[src/rtl/collision_scheduler_pkg.sv]
// Shared definitions for the collision scheduler slice.
//   state_t        : pass sequencer states (IDLE=0, SLOT1=1, SLOT2=2, DONE=3)
//   COLL_W         : width of the collision unit result
//   X_/Y_/W_/H_*   : bit positions of the packed {x,y} position and {w,h} size words
package collision_scheduler_pkg;

  typedef enum logic [1:0] {
    ST_IDLE  = 2'd0,
    ST_SLOT1 = 2'd1,
    ST_SLOT2 = 2'd2,
    ST_DONE  = 2'd3
  } state_t;

  localparam int COLL_W = 4;
  localparam int WORD_W = 32;

  // Position word {x[31:16], y[15:0]}
  localparam int X_HI = 31;
  localparam int X_LO = 16;
  localparam int Y_HI = 15;
  localparam int Y_LO = 0;

  // Size word {w[31:16], h[15:0]}
  localparam int W_HI = 31;
  localparam int W_LO = 16;
  localparam int H_HI = 15;
  localparam int H_LO = 0;

endpackage

[src/rtl/collision_scheduler_if.sv]
// Bus bundle between the physics coprocessors, the shared collision unit and
// the collision scheduler.
//   frame_tick, p2_enable          : pass control
//   pos1/pos2, size1/size2         : player operands from the physics side
//   stage_pos_in/stage_size_in     : stage rectangle
//   coll_in                        : combinational result from the collision unit
//   player_*_out, stage_*_out      : operands driven into the collision unit
//   collis1/collis2                : latched, zero-extended results to physics `wall`
//   busy, done, overrun_count      : status
// modport master : the side driving the scheduler inputs
// modport slave  : the scheduler itself
interface collision_scheduler_if
  import collision_scheduler_pkg::*;
#(
  parameter int OVF_W = 8
) ();

  logic              frame_tick;
  logic              p2_enable;
  logic [WORD_W-1:0] pos1;
  logic [WORD_W-1:0] pos2;
  logic [WORD_W-1:0] size1;
  logic [WORD_W-1:0] size2;
  logic [WORD_W-1:0] stage_pos_in;
  logic [WORD_W-1:0] stage_size_in;
  logic [COLL_W-1:0] coll_in;
  logic [WORD_W-1:0] player_pos_out;
  logic [WORD_W-1:0] player_size_out;
  logic [WORD_W-1:0] stage_pos_out;
  logic [WORD_W-1:0] stage_size_out;
  logic [WORD_W-1:0] collis1;
  logic [WORD_W-1:0] collis2;
  logic              busy;
  logic              done;
  logic [OVF_W-1:0]  overrun_count;

  modport master (
    output frame_tick, p2_enable, pos1, pos2, size1, size2,
           stage_pos_in, stage_size_in, coll_in,
    input  player_pos_out, player_size_out, stage_pos_out, stage_size_out,
           collis1, collis2, busy, done, overrun_count
  );

  modport slave (
    input  frame_tick, p2_enable, pos1, pos2, size1, size2,
           stage_pos_in, stage_size_in, coll_in,
    output player_pos_out, player_size_out, stage_pos_out, stage_size_out,
           collis1, collis2, busy, done, overrun_count
  );

endinterface

[src/rtl/collision_scheduler_settle_timer.sv]
// Per-slot settle window timer.
//   clock, reset : system clock, synchronous active-high reset
//   load         : restart the window (asserted on the edge entering a slot)
//   enable       : counting while a slot is active
//   expired      : high during the SETTLE-th cycle after load
module collision_scheduler_settle_timer #(
  parameter int SETTLE = 2
) (
  input  logic clock,
  input  logic reset,
  input  logic load,
  input  logic enable,
  output logic expired
);

  localparam logic [3:0] LAST = 4'(SETTLE - 1);

  logic [3:0] count;

  // Count is 0 in the first cycle after load, so the SETTLE-th cycle sees SETTLE-1.
  always_ff @(posedge clock) begin
    if (reset) begin
      count <= 4'd0;
    end else if (load) begin
      count <= 4'd0;
    end else if (enable) begin
      count <= count + 4'd1;
    end
  end

  assign expired = enable && (count == LAST);

endmodule

[src/rtl/collision_scheduler.sv]
// Time-multiplexes the single collision unit between player 1 and player 2
// once per frame: snapshot both players on frame_tick, present each player's
// operands for SETTLE cycles, and latch the result into collis1/collis2.
//   clock, reset : system clock, synchronous active-high reset
//   bus          : collision_scheduler_if slave modport (see interface header)
// Parameters: SETTLE (1..15) cycles per slot, OVF_W overrun counter width.
module collision_scheduler
  import collision_scheduler_pkg::*;
#(
  parameter int SETTLE = 2,
  parameter int OVF_W  = 8
) (
  input  logic                  clock,
  input  logic                  reset,
  collision_scheduler_if.slave  bus
);

  state_t            state;
  logic [WORD_W-1:0] snap1, snap2, sz1, sz2;
  logic [WORD_W-1:0] stage_pos, stage_size;
  logic [WORD_W-1:0] collis1, collis2;
  logic              slot2_sel;
  logic              busy, done;
  logic [OVF_W-1:0]  ovf_cnt;
  logic              expired;
  logic              timer_load;
  logic              timer_en;
  logic [WORD_W-1:0] coll_ext;

  assign coll_ext   = {{(WORD_W - COLL_W){1'b0}}, bus.coll_in};
  assign timer_en   = (state == ST_SLOT1) || (state == ST_SLOT2);
  assign timer_load = ((state == ST_IDLE) && bus.frame_tick) ||
                      ((state == ST_SLOT1) && expired && bus.p2_enable);

  collision_scheduler_settle_timer #(
    .SETTLE (SETTLE)
  ) u_timer (
    .clock   (clock),
    .reset   (reset),
    .load    (timer_load),
    .enable  (timer_en),
    .expired (expired)
  );

  always_ff @(posedge clock) begin
    if (reset) begin
      state      <= ST_IDLE;
      snap1      <= '0;
      snap2      <= '0;
      sz1        <= '0;
      sz2        <= '0;
      stage_pos  <= '0;
      stage_size <= '0;
      collis1    <= '0;
      collis2    <= '0;
      slot2_sel  <= 1'b0;
      busy       <= 1'b0;
      done       <= 1'b0;
      ovf_cnt    <= '0;
    end else begin
      done <= 1'b0;

      // Ticks arriving mid-pass (DONE included) are dropped and counted.
      if (bus.frame_tick && (state != ST_IDLE) && (ovf_cnt != {OVF_W{1'b1}})) begin
        ovf_cnt <= ovf_cnt + 1'b1;
      end

      unique case (state)
        ST_IDLE: begin
          if (bus.frame_tick) begin
            snap1      <= bus.pos1;
            snap2      <= bus.pos2;
            sz1        <= bus.size1;
            sz2        <= bus.size2;
            stage_pos  <= bus.stage_pos_in;
            stage_size <= bus.stage_size_in;
            slot2_sel  <= 1'b0;
            busy       <= 1'b1;
            state      <= ST_SLOT1;
          end
        end
        ST_SLOT1: begin
          if (expired) begin
            collis1 <= coll_ext;
            if (bus.p2_enable) begin
              slot2_sel <= 1'b1;
              state     <= ST_SLOT2;
            end else begin
              // Skipped P2 slot must not leave a stale P2 result behind.
              collis2 <= '0;
              done    <= 1'b1;
              state   <= ST_DONE;
            end
          end
        end
        ST_SLOT2: begin
          if (expired) begin
            collis2 <= coll_ext;
            done    <= 1'b1;
            state   <= ST_DONE;
          end
        end
        ST_DONE: begin
          busy  <= 1'b0;
          state <= ST_IDLE;
        end
        default: state <= ST_IDLE;
      endcase
    end
  end

  // Operands keep showing the last driven slot while IDLE/DONE.
  assign bus.player_pos_out  = slot2_sel ? snap2 : snap1;
  assign bus.player_size_out = slot2_sel ? sz2   : sz1;
  assign bus.stage_pos_out   = stage_pos;
  assign bus.stage_size_out  = stage_size;
  assign bus.collis1         = collis1;
  assign bus.collis2         = collis2;
  assign bus.busy            = busy;
  assign bus.done            = done;
  assign bus.overrun_count   = ovf_cnt;

endmodule

[src/flat_wrapper.sv]
// flat-port wrapper written by rule: the top's interface ports become plain ports
module collision_scheduler_flat import collision_scheduler_pkg::*;
#(
  parameter int SETTLE = 2,
  parameter int OVF_W  = 8
)
  (clock, reset, bus_frame_tick, bus_p2_enable, bus_pos1, bus_pos2, bus_size1, bus_size2, bus_stage_pos_in, bus_stage_size_in, bus_coll_in, bus_player_pos_out, bus_player_size_out, bus_stage_pos_out, bus_stage_size_out, bus_collis1, bus_collis2, bus_busy, bus_done, bus_overrun_count);
  collision_scheduler_if #(.OVF_W(OVF_W)) bus_i ();
  input  logic clock;
  input  logic reset;
  input wire logic [$bits(bus_i.frame_tick)-1:0] bus_frame_tick;
  input wire logic [$bits(bus_i.p2_enable)-1:0] bus_p2_enable;
  input wire logic [$bits(bus_i.pos1)-1:0] bus_pos1;
  input wire logic [$bits(bus_i.pos2)-1:0] bus_pos2;
  input wire logic [$bits(bus_i.size1)-1:0] bus_size1;
  input wire logic [$bits(bus_i.size2)-1:0] bus_size2;
  input wire logic [$bits(bus_i.stage_pos_in)-1:0] bus_stage_pos_in;
  input wire logic [$bits(bus_i.stage_size_in)-1:0] bus_stage_size_in;
  input wire logic [$bits(bus_i.coll_in)-1:0] bus_coll_in;
  output wire logic [$bits(bus_i.player_pos_out)-1:0] bus_player_pos_out;
  output wire logic [$bits(bus_i.player_size_out)-1:0] bus_player_size_out;
  output wire logic [$bits(bus_i.stage_pos_out)-1:0] bus_stage_pos_out;
  output wire logic [$bits(bus_i.stage_size_out)-1:0] bus_stage_size_out;
  output wire logic [$bits(bus_i.collis1)-1:0] bus_collis1;
  output wire logic [$bits(bus_i.collis2)-1:0] bus_collis2;
  output wire logic [$bits(bus_i.busy)-1:0] bus_busy;
  output wire logic [$bits(bus_i.done)-1:0] bus_done;
  output wire logic [$bits(bus_i.overrun_count)-1:0] bus_overrun_count;
  assign bus_i.frame_tick = bus_frame_tick;
  assign bus_i.p2_enable = bus_p2_enable;
  assign bus_i.pos1 = bus_pos1;
  assign bus_i.pos2 = bus_pos2;
  assign bus_i.size1 = bus_size1;
  assign bus_i.size2 = bus_size2;
  assign bus_i.stage_pos_in = bus_stage_pos_in;
  assign bus_i.stage_size_in = bus_stage_size_in;
  assign bus_i.coll_in = bus_coll_in;
  assign bus_player_pos_out = bus_i.player_pos_out;
  assign bus_player_size_out = bus_i.player_size_out;
  assign bus_stage_pos_out = bus_i.stage_pos_out;
  assign bus_stage_size_out = bus_i.stage_size_out;
  assign bus_collis1 = bus_i.collis1;
  assign bus_collis2 = bus_i.collis2;
  assign bus_busy = bus_i.busy;
  assign bus_done = bus_i.done;
  assign bus_overrun_count = bus_i.overrun_count;
  collision_scheduler #(.SETTLE(SETTLE), .OVF_W(OVF_W)) u_core (.clock(clock), .reset(reset), .bus(bus_i));
endmodule
[config.mk]
export PLATFORM = sky130hd
export DESIGN_NAME = collision_scheduler_flat
export DESIGN_NICKNAME = d
export VERILOG_FILES = /design/src/rtl/collision_scheduler_pkg.sv /design/src/rtl/collision_scheduler_if.sv /design/src/rtl/collision_scheduler_settle_timer.sv /design/src/rtl/collision_scheduler.sv /design/src/flat_wrapper.sv
export SDC_FILE = /design/constraint.sdc
export NUM_CORES = 1
export LEC_CHECK = 0
export CORE_ASPECT_RATIO = 0.9
export CORE_UTILIZATION = 35
export CTS_CLUSTER_DIAMETER = 80
export DETAILED_ROUTE_END_ITERATION = 10
export PLACE_DENSITY_LB_ADDON = 0.25
export RECOVER_POWER = 50
export SLEW_MARGIN = 40
export SYNTH_ARGS = -nofsm -noshare
export SYNTH_HDL_FRONTEND = slang
export SYNTH_SLANG_ARGS = --single-unit
[constraint.sdc]
create_clock -name clock -period 1.8 [get_ports clock]
set_clock_uncertainty 0.1 [all_clocks]
set_input_delay 0.36 -clock clock [delete_from_list [all_inputs] [get_ports clock]]
set_output_delay 0.36 -clock clock [all_outputs]
set_load 0.05 [all_outputs]
==> flow_summary_export.csv, run 1 <==
group,metric,value,unit
outcome,status,"complete, but fails checks",
outcome,violations,"setup timing",
floorplan,start_util,35.7,%
worst_setup_path,end_kind,"output port",
worst_setup_path,cp.required,1.34,ns
timing,fmax,470,MHz
detailed_routing,num_vias,8290,
global_routing,grt_overflow,0,
logic_synthesis,synth_ff_type,"dfxtp_1",
final_layout,layout_common_cells,"nand2_1, dfxtp_1, a21oi_1",
worst_setup_path,crit_family,"multiplexers",
detailed_routing,drt-total-wl,26.6,mm
logic_synthesis,synthDistinctLibCells,36,
detailed_routing,first_iter_violations,389,
worst_setup_path,critPathKind,"reg2out",
power,power_density,1370,mW/mm^2
detailed_routing,wl_per_cell,14.7,um
final_layout,mostFrequentLayoutCell,"nand2_1",
detailed_routing,drtPass1Iterations,5,
logic_synthesis,syn_inst,1101,
placement,dpl.hpwl,18.8,mm
cts,cts.path.max_buffers,3,
power,total_power,18.5,mW
timing,hold_viol_final,0,
cts,cts_sinks,217,
detailed_routing,drcViolationCount,0,
placement,dpl.cell_count,1762,
worst_setup_path,critPathArrivalTime,1.67,ns
detailed_routing,ant_nets,0,
logic_synthesis,ys_async_sr_fraction,0,%
power,static-leakage-power,5.63,nW
final_layout,fill_cells,2384,
cts,cts-root-buf,"clkbuf_16",
final_layout,syn_to_final_growth,50.7,%
placement,gp_congestion,0.808,
power,irDropWorstVdd,0.770,mV
cts,clock_latency,0.50,ns
global_routing,grt_usage,19.4,%
timing,grt_setup_unrepaired,"true",
timing,finalSetupViolations,170,
cts,h-tree-depth,1,
worst_hold_path,min_path_type,"in2reg",
worst_setup_path,cp_slowest_stage_delay,0.38,ns
floorplan,placementRows,55,
worst_setup_path,path_cells,"buf_12 -> mux2_2 -> buf_6",
worst_setup_path,cp_num_buf_inv,2,
floorplan,fp.coreArea,0.0251,mm^2
logic_synthesis,synth_edf_count,0,
global_routing,antenna_found_initial,1,
global_routing,grt_pass1_vias,7865,
final_layout,layout.cells.non_filler,1809,
logic_synthesis,netlist_area,0.00897,mm^2
cts,path_clk_slew,0.06,ns
logic_synthesis,syn_avg_cell_area,8.14,um^2
floorplan,dieArea,0.0263,mm^2
worst_setup_path,crit_path_max_fanout,31,
floorplan,io_pins,402,
logic_synthesis,synth-seq-cells,217,
final_layout,final_nets,1656,
worst_setup_path,critPathLaunchType,"register",
cts,cts_hold_buf,0,
cts,numCtsBuffers,25,
worst_setup_path,critPathSlowestCell,"mux2_2",
global_routing,grt_max_degree,58,
floorplan,die_y,154,um
timing,period_needed,2.13,ns
detailed_routing,via_per_inst,4.58,
cts,cts_tree,"done",
placement,port_buffers,345,
final_layout,layout-drive-gt1-share,21.6,%
logic_synthesis,ys_warn_count,0,
timing,final_min_period_over_clock_period,118,%
final_layout,final_util,53.8,%
timing,maxSlewViolCount,0,
run,maxCapViolCount,0,
floorplan,die_w,171,um
timing,layout_setup_ws,-0.326,ns
logic_synthesis,yosysSeqAreaShare,48.4,%
global_routing,grt_pass1_wl,41.0,mm
-- registers in the layout, indices dropped and copies added, names as in the netlist --
register / count
u_core.bus.busy: 1
u_core.bus.collis1: 4
u_core.bus.collis2: 4
u_core.bus.done: 1
u_core.bus.overrun_count: 8
u_core.bus.stage_pos_out: 32
u_core.bus.stage_size_out: 32
u_core.slot2_sel: 1
u_core.snap1: 32
u_core.snap2: 32
u_core.state: 2
u_core.sz1: 32
u_core.sz2: 32
u_core.u_timer.count: 4
-- per-layer routing --
metal	track usage (%)	vias up	wire length, um
met5	0	-	0
li1	-	4163	-
met3	5.15	39	2030
met2	33.0	255	12900
met4	5.62	0	628
met1	23.7	3833	11100
-- cells by family after synthesis --
| family | after synthesis | synth area share [%] |
|---|---|---|
| AO/OA/AOI/OAI | 210 | 12.1 |
| XOR/XNOR | 5 | 0.488 |
| adder cells (fa/ha/maj) | 7 | 0.977 |
| buffers and inverters | 139 | 9.22 |
| flip-flops | 217 | 48.4 |
| multiplexers | 72 | 8.93 |
| other | 1 | 0.0418 |
| AND/OR/NAND/NOR | 450 | 19.8 |
-- synthesized netlist by cell type (3+ instances only) --
master / n / area, um^2
a21oi_1: 199 / 996
dfxtp_1: 217 / 4340
nor3_1: 5 / 25.0
and2_1: 5 / 31.3
buf_2: 22 / 110
ha_1: 7 / 87.6
nand2_1: 397 / 1490
mux2i_1: 8 / 80.1
nor2b_1: 3 / 18.8
buf_4: 70 / 526
xor2_1: 3 / 26.3
clkbuf_1: 39 / 146
inv_1: 6 / 22.5
nand3_1: 7 / 35.0
nor2_1: 24 / 90.1
mux2_2: 64 / 721
-- what timing repair did --
item / CTS / global route
buffers inserted: 1 / 1
pin swaps: 0 / 1
resized for setup: 85 / 10
setup endpoints to repair: 65 / 74
hold endpoints to repair: 0 / 0
-- per-stage QoR --
stage	area [um^2]	worst slack (ns)	hold slack (ns)	TNS (ns)
detailed placement	12500	-0.0972	0.345	-6.79
floorplan	9180	0.0427	0.333	0
CTS	13700	-0.353	0.136	-20.57
global placement	12500	-0.0718	0.337	-4.08
finish	13500	-0.326	0.162	-20.71
global route	13500	-0.379	0.160	-47.03
-- layout make-up --
cell class	instances	area [um^2]	share of cell area (%)
diodes	1	2.50	0.0185
clock buffers	36	737	5.45
clock inverters	8	93.8	0.694
inverters	6	22.5	0.167
multi-input cells	800	4080	30.2
flip-flops and latches	217	4350	32.2
well taps	342	428	3.17
repair buffers	399	3800	28.2
-- power by group --
| part | internal, mW | switching, mW |
|---|---|---|
| sequential | 5.64 | 0.429 |
| combinational | 2.71 | 4.64 |
| clock | 3.11 | 1.94 |
-- final timing paths --
kind | from | to | slack [ns] | cells after the start
min | reset | u_core.snap2[29] | 0.16 | 2
max reg2reg | u_core.state[0] | u_core.sz2[9] | -0.06 | 7
min reg2reg | u_core.sz2[19] | u_core.sz2[19] | 0.35 | 2
max | u_core.slot2_sel | bus_player_pos_out[12] | -0.33 | 3
(Power assumes the default switching activity.)
==> run 2: changes to the inputs <==
- CORE_ASPECT_RATIO: 0.9 -> default
==> run 2 against run 1 <==
  * The run still ends with setup timing left
  * Routed wire length increased by 0.67%
  * Via count decreased by 0.75%
  * Hold slack got worse by 0.073 ns
  * Maximum frequency decreased by 2.2%
  * Die area about the same
  * Combinational power decreased by 1%
  * Sequential cell count unchanged
  * Global-route usage about the same
  * Power increased by 0.71%
  * Utilization increased by 0.44 points
  * Register-to-register slack got worse by 0.08 ns
  * Critical path type unchanged
  * Largest cell class unchanged
==> flow_summary_export.csv, run 2 (synthesized netlist as in run 1, its figures left out) <==
group,metric,value,unit
worst_setup_path,critPathKind,"reg2out",
final_layout,layout_common_cells,"nand2_1, dfxtp_1, a21oi_1",
timing,setup-tns-final,-26.69,ns
final_layout,final_nets,1644,
cts,clock_latency,0.52,ns
floorplan,start_util,35.6,%
placement,dpl.hpwl,17.7,mm
global_routing,grt_usage,19.3,%
placement,dpl_cell_area,0.0123,mm^2
floorplan,placementRows,58,
placement,dpl.cell_count,1729,
worst_setup_path,crit_path_max_fanout,24,
worst_setup_path,critPathArrivalTime,1.71,ns
floorplan,dieArea,0.0263,mm^2
worst_hold_path,min_path_type,"in2reg",
worst_setup_path,end_kind,"output port",
cts,cts_tree,"done",
detailed_routing,drtPass1Iterations,6,
global_routing,grt_max_degree,67,
power,total_power,18.6,mW
final_layout,stdcell_area,0.0137,mm^2
detailed_routing,via_per_inst,4.61,
floorplan,fp.coreArea,0.0252,mm^2
cts,cts_sinks,217,
global_routing,grt_overflow,0,
placement,port_buffers,345,
global_routing,grt_pass1_wl,41.0,mm
detailed_routing,routed.top_layer,"met4",
detailed_routing,dr_wl_met2,13.2,mm
final_layout,fill_cells,2382,
timing,maxSlewViolCount,0,
cts,h-tree-depth,1,
floorplan,die_y,162,um
detailed_routing,first_iter_violations,497,
power,irDropWorstVdd,0.694,mV
power,power_density,1360,mW/mm^2
final_layout,multi_input_area,0.00420,mm^2
cts,path_clk_slew,0.06,ns
detailed_routing,drcViolationCount,0,
final_layout,mostFrequentLayoutCell,"nand2_1",
floorplan,io_pins,402,
timing,grt_setup_unrepaired,"true",
cts,cts-root-buf,"clkbuf_16",
timing,final_min_period_over_clock_period,121,%
final_layout,layout-drive-gt1-share,21.2,%
worst_setup_path,cp.required,1.34,ns
run,maxCapViolCount,0,
global_routing,antenna_found_initial,0,
detailed_routing,wl_met3,1.84,mm
timing,hold_viol_final,0,
global_routing,grt_pass1_vias,7827,
timing,fmax,460,MHz
placement,gp_congestion,0.784,
timing,finalSetupViolations,160,
worst_setup_path,critPathLaunchType,"register",
detailed_routing,wl_per_cell,15.0,um
outcome,violations,"setup timing",
timing,layout_setup_ws,-0.374,ns
final_layout,syn_to_final_growth,52.3,%
detailed_routing,num_vias,8228,
detailed_routing,ant_nets,0,
cts,numCtsBuffers,25,
floorplan,die_w,162,um
outcome,status,"complete, but fails checks",
final_layout,layout.cells.non_filler,1786,
final_layout,seqCellArea,0.00435,mm^2
detailed_routing,drt-total-wl,26.8,mm
cts,cts.path.max_buffers,3,
timing,period_needed,2.17,ns
power,static-leakage-power,5.65,nW
detailed_routing,wl_met1,11.1,mm
worst_setup_path,r2r_setup_slack,-0.14,ns
-- run 2: cell types whose count changed in the layout (fill, tap and decap cells not counted), sizes merged --
cell and change:
clkbuf -28, buf +13, bufinv +1, clkinv +1, clkinvlp +2
-- run 2: power by group --
group	total, mW	leakage [nW]	internal (mW)	switching, mW
clock network	5.26	0.423	3.22	2.04
registers	6.07	1.78	5.64	0.438
logic	7.26	3.45	2.65	4.61
total	18.6	5.65	11.5	7.08
-- run 2: path summary, 6_finish.rpt --
path	end	from	cells after the start
max	bus_player_size_out[8]	u_core.slot2_sel	3
min	u_core.bus.overrun_count[4]	reset	2
max reg2reg	u_core.state[0]	u_core.state[0]	7
min reg2reg	u_core.sz1[5]	u_core.sz1[5]	2
-- run 2: through the flow --
step | hold WS, ns | setup WS [ns] | utilization (%)
6_report | 0.0898 | -0.374 | 54.2
3_3_place_gp | 0.339 | -0.0641 | 49.0
2_1_floorplan | 0.333 | 0.0427 | -
3_5_place_dp | 0.346 | -0.101 | 49.0
5_1_grt | 0.0793 | -0.423 | 54.2
4_1_cts | 0.0688 | -0.403 | 54.3
-- run 2: worst max-delay path, stage by stage, from the launching register on --
cell and delay (ns):
dfxtp_4 0.42, buf_12 0.22, mux2_2 0.38, buf_6 0.16
-- run 2: what timing repair did --
item / 4_1_cts / 5_1_grt
pin swaps: 0 / 5
endpoints found under the setup margin: 64 / 159
setup buffers: 3 / 5
gates resized for setup: 99 / 32
gates cloned: 3 / 1
hold buffers: 0 / 0
-- run 2: final cells by class --
| class | count | area share [%] |
|---|---|---|
| Clock inverter | 12 | 1.03 |
| Timing Repair Buffer | 387 | 27.9 |
| Clock buffer | 33 | 5.25 |
| Antenna cell | 1 | 0.0183 |
| Tap cell | 330 | 3.02 |
| Sequential cell | 217 | 31.9 |
| Inverter | 6 | 0.165 |
| Multi-Input combinational cell | 800 | 30.7 |
-- run 2: layer usage --
| metal | GRT usage [%] | vias up |
|---|---|---|
| met5 | 0 | - |
| met4 | 5.57 | 0 |
| met3 | 4.44 | 44 |
| met2 | 34.1 | 278 |
| met1 | 23.3 | 3769 |
| li1 | - | 4137 |
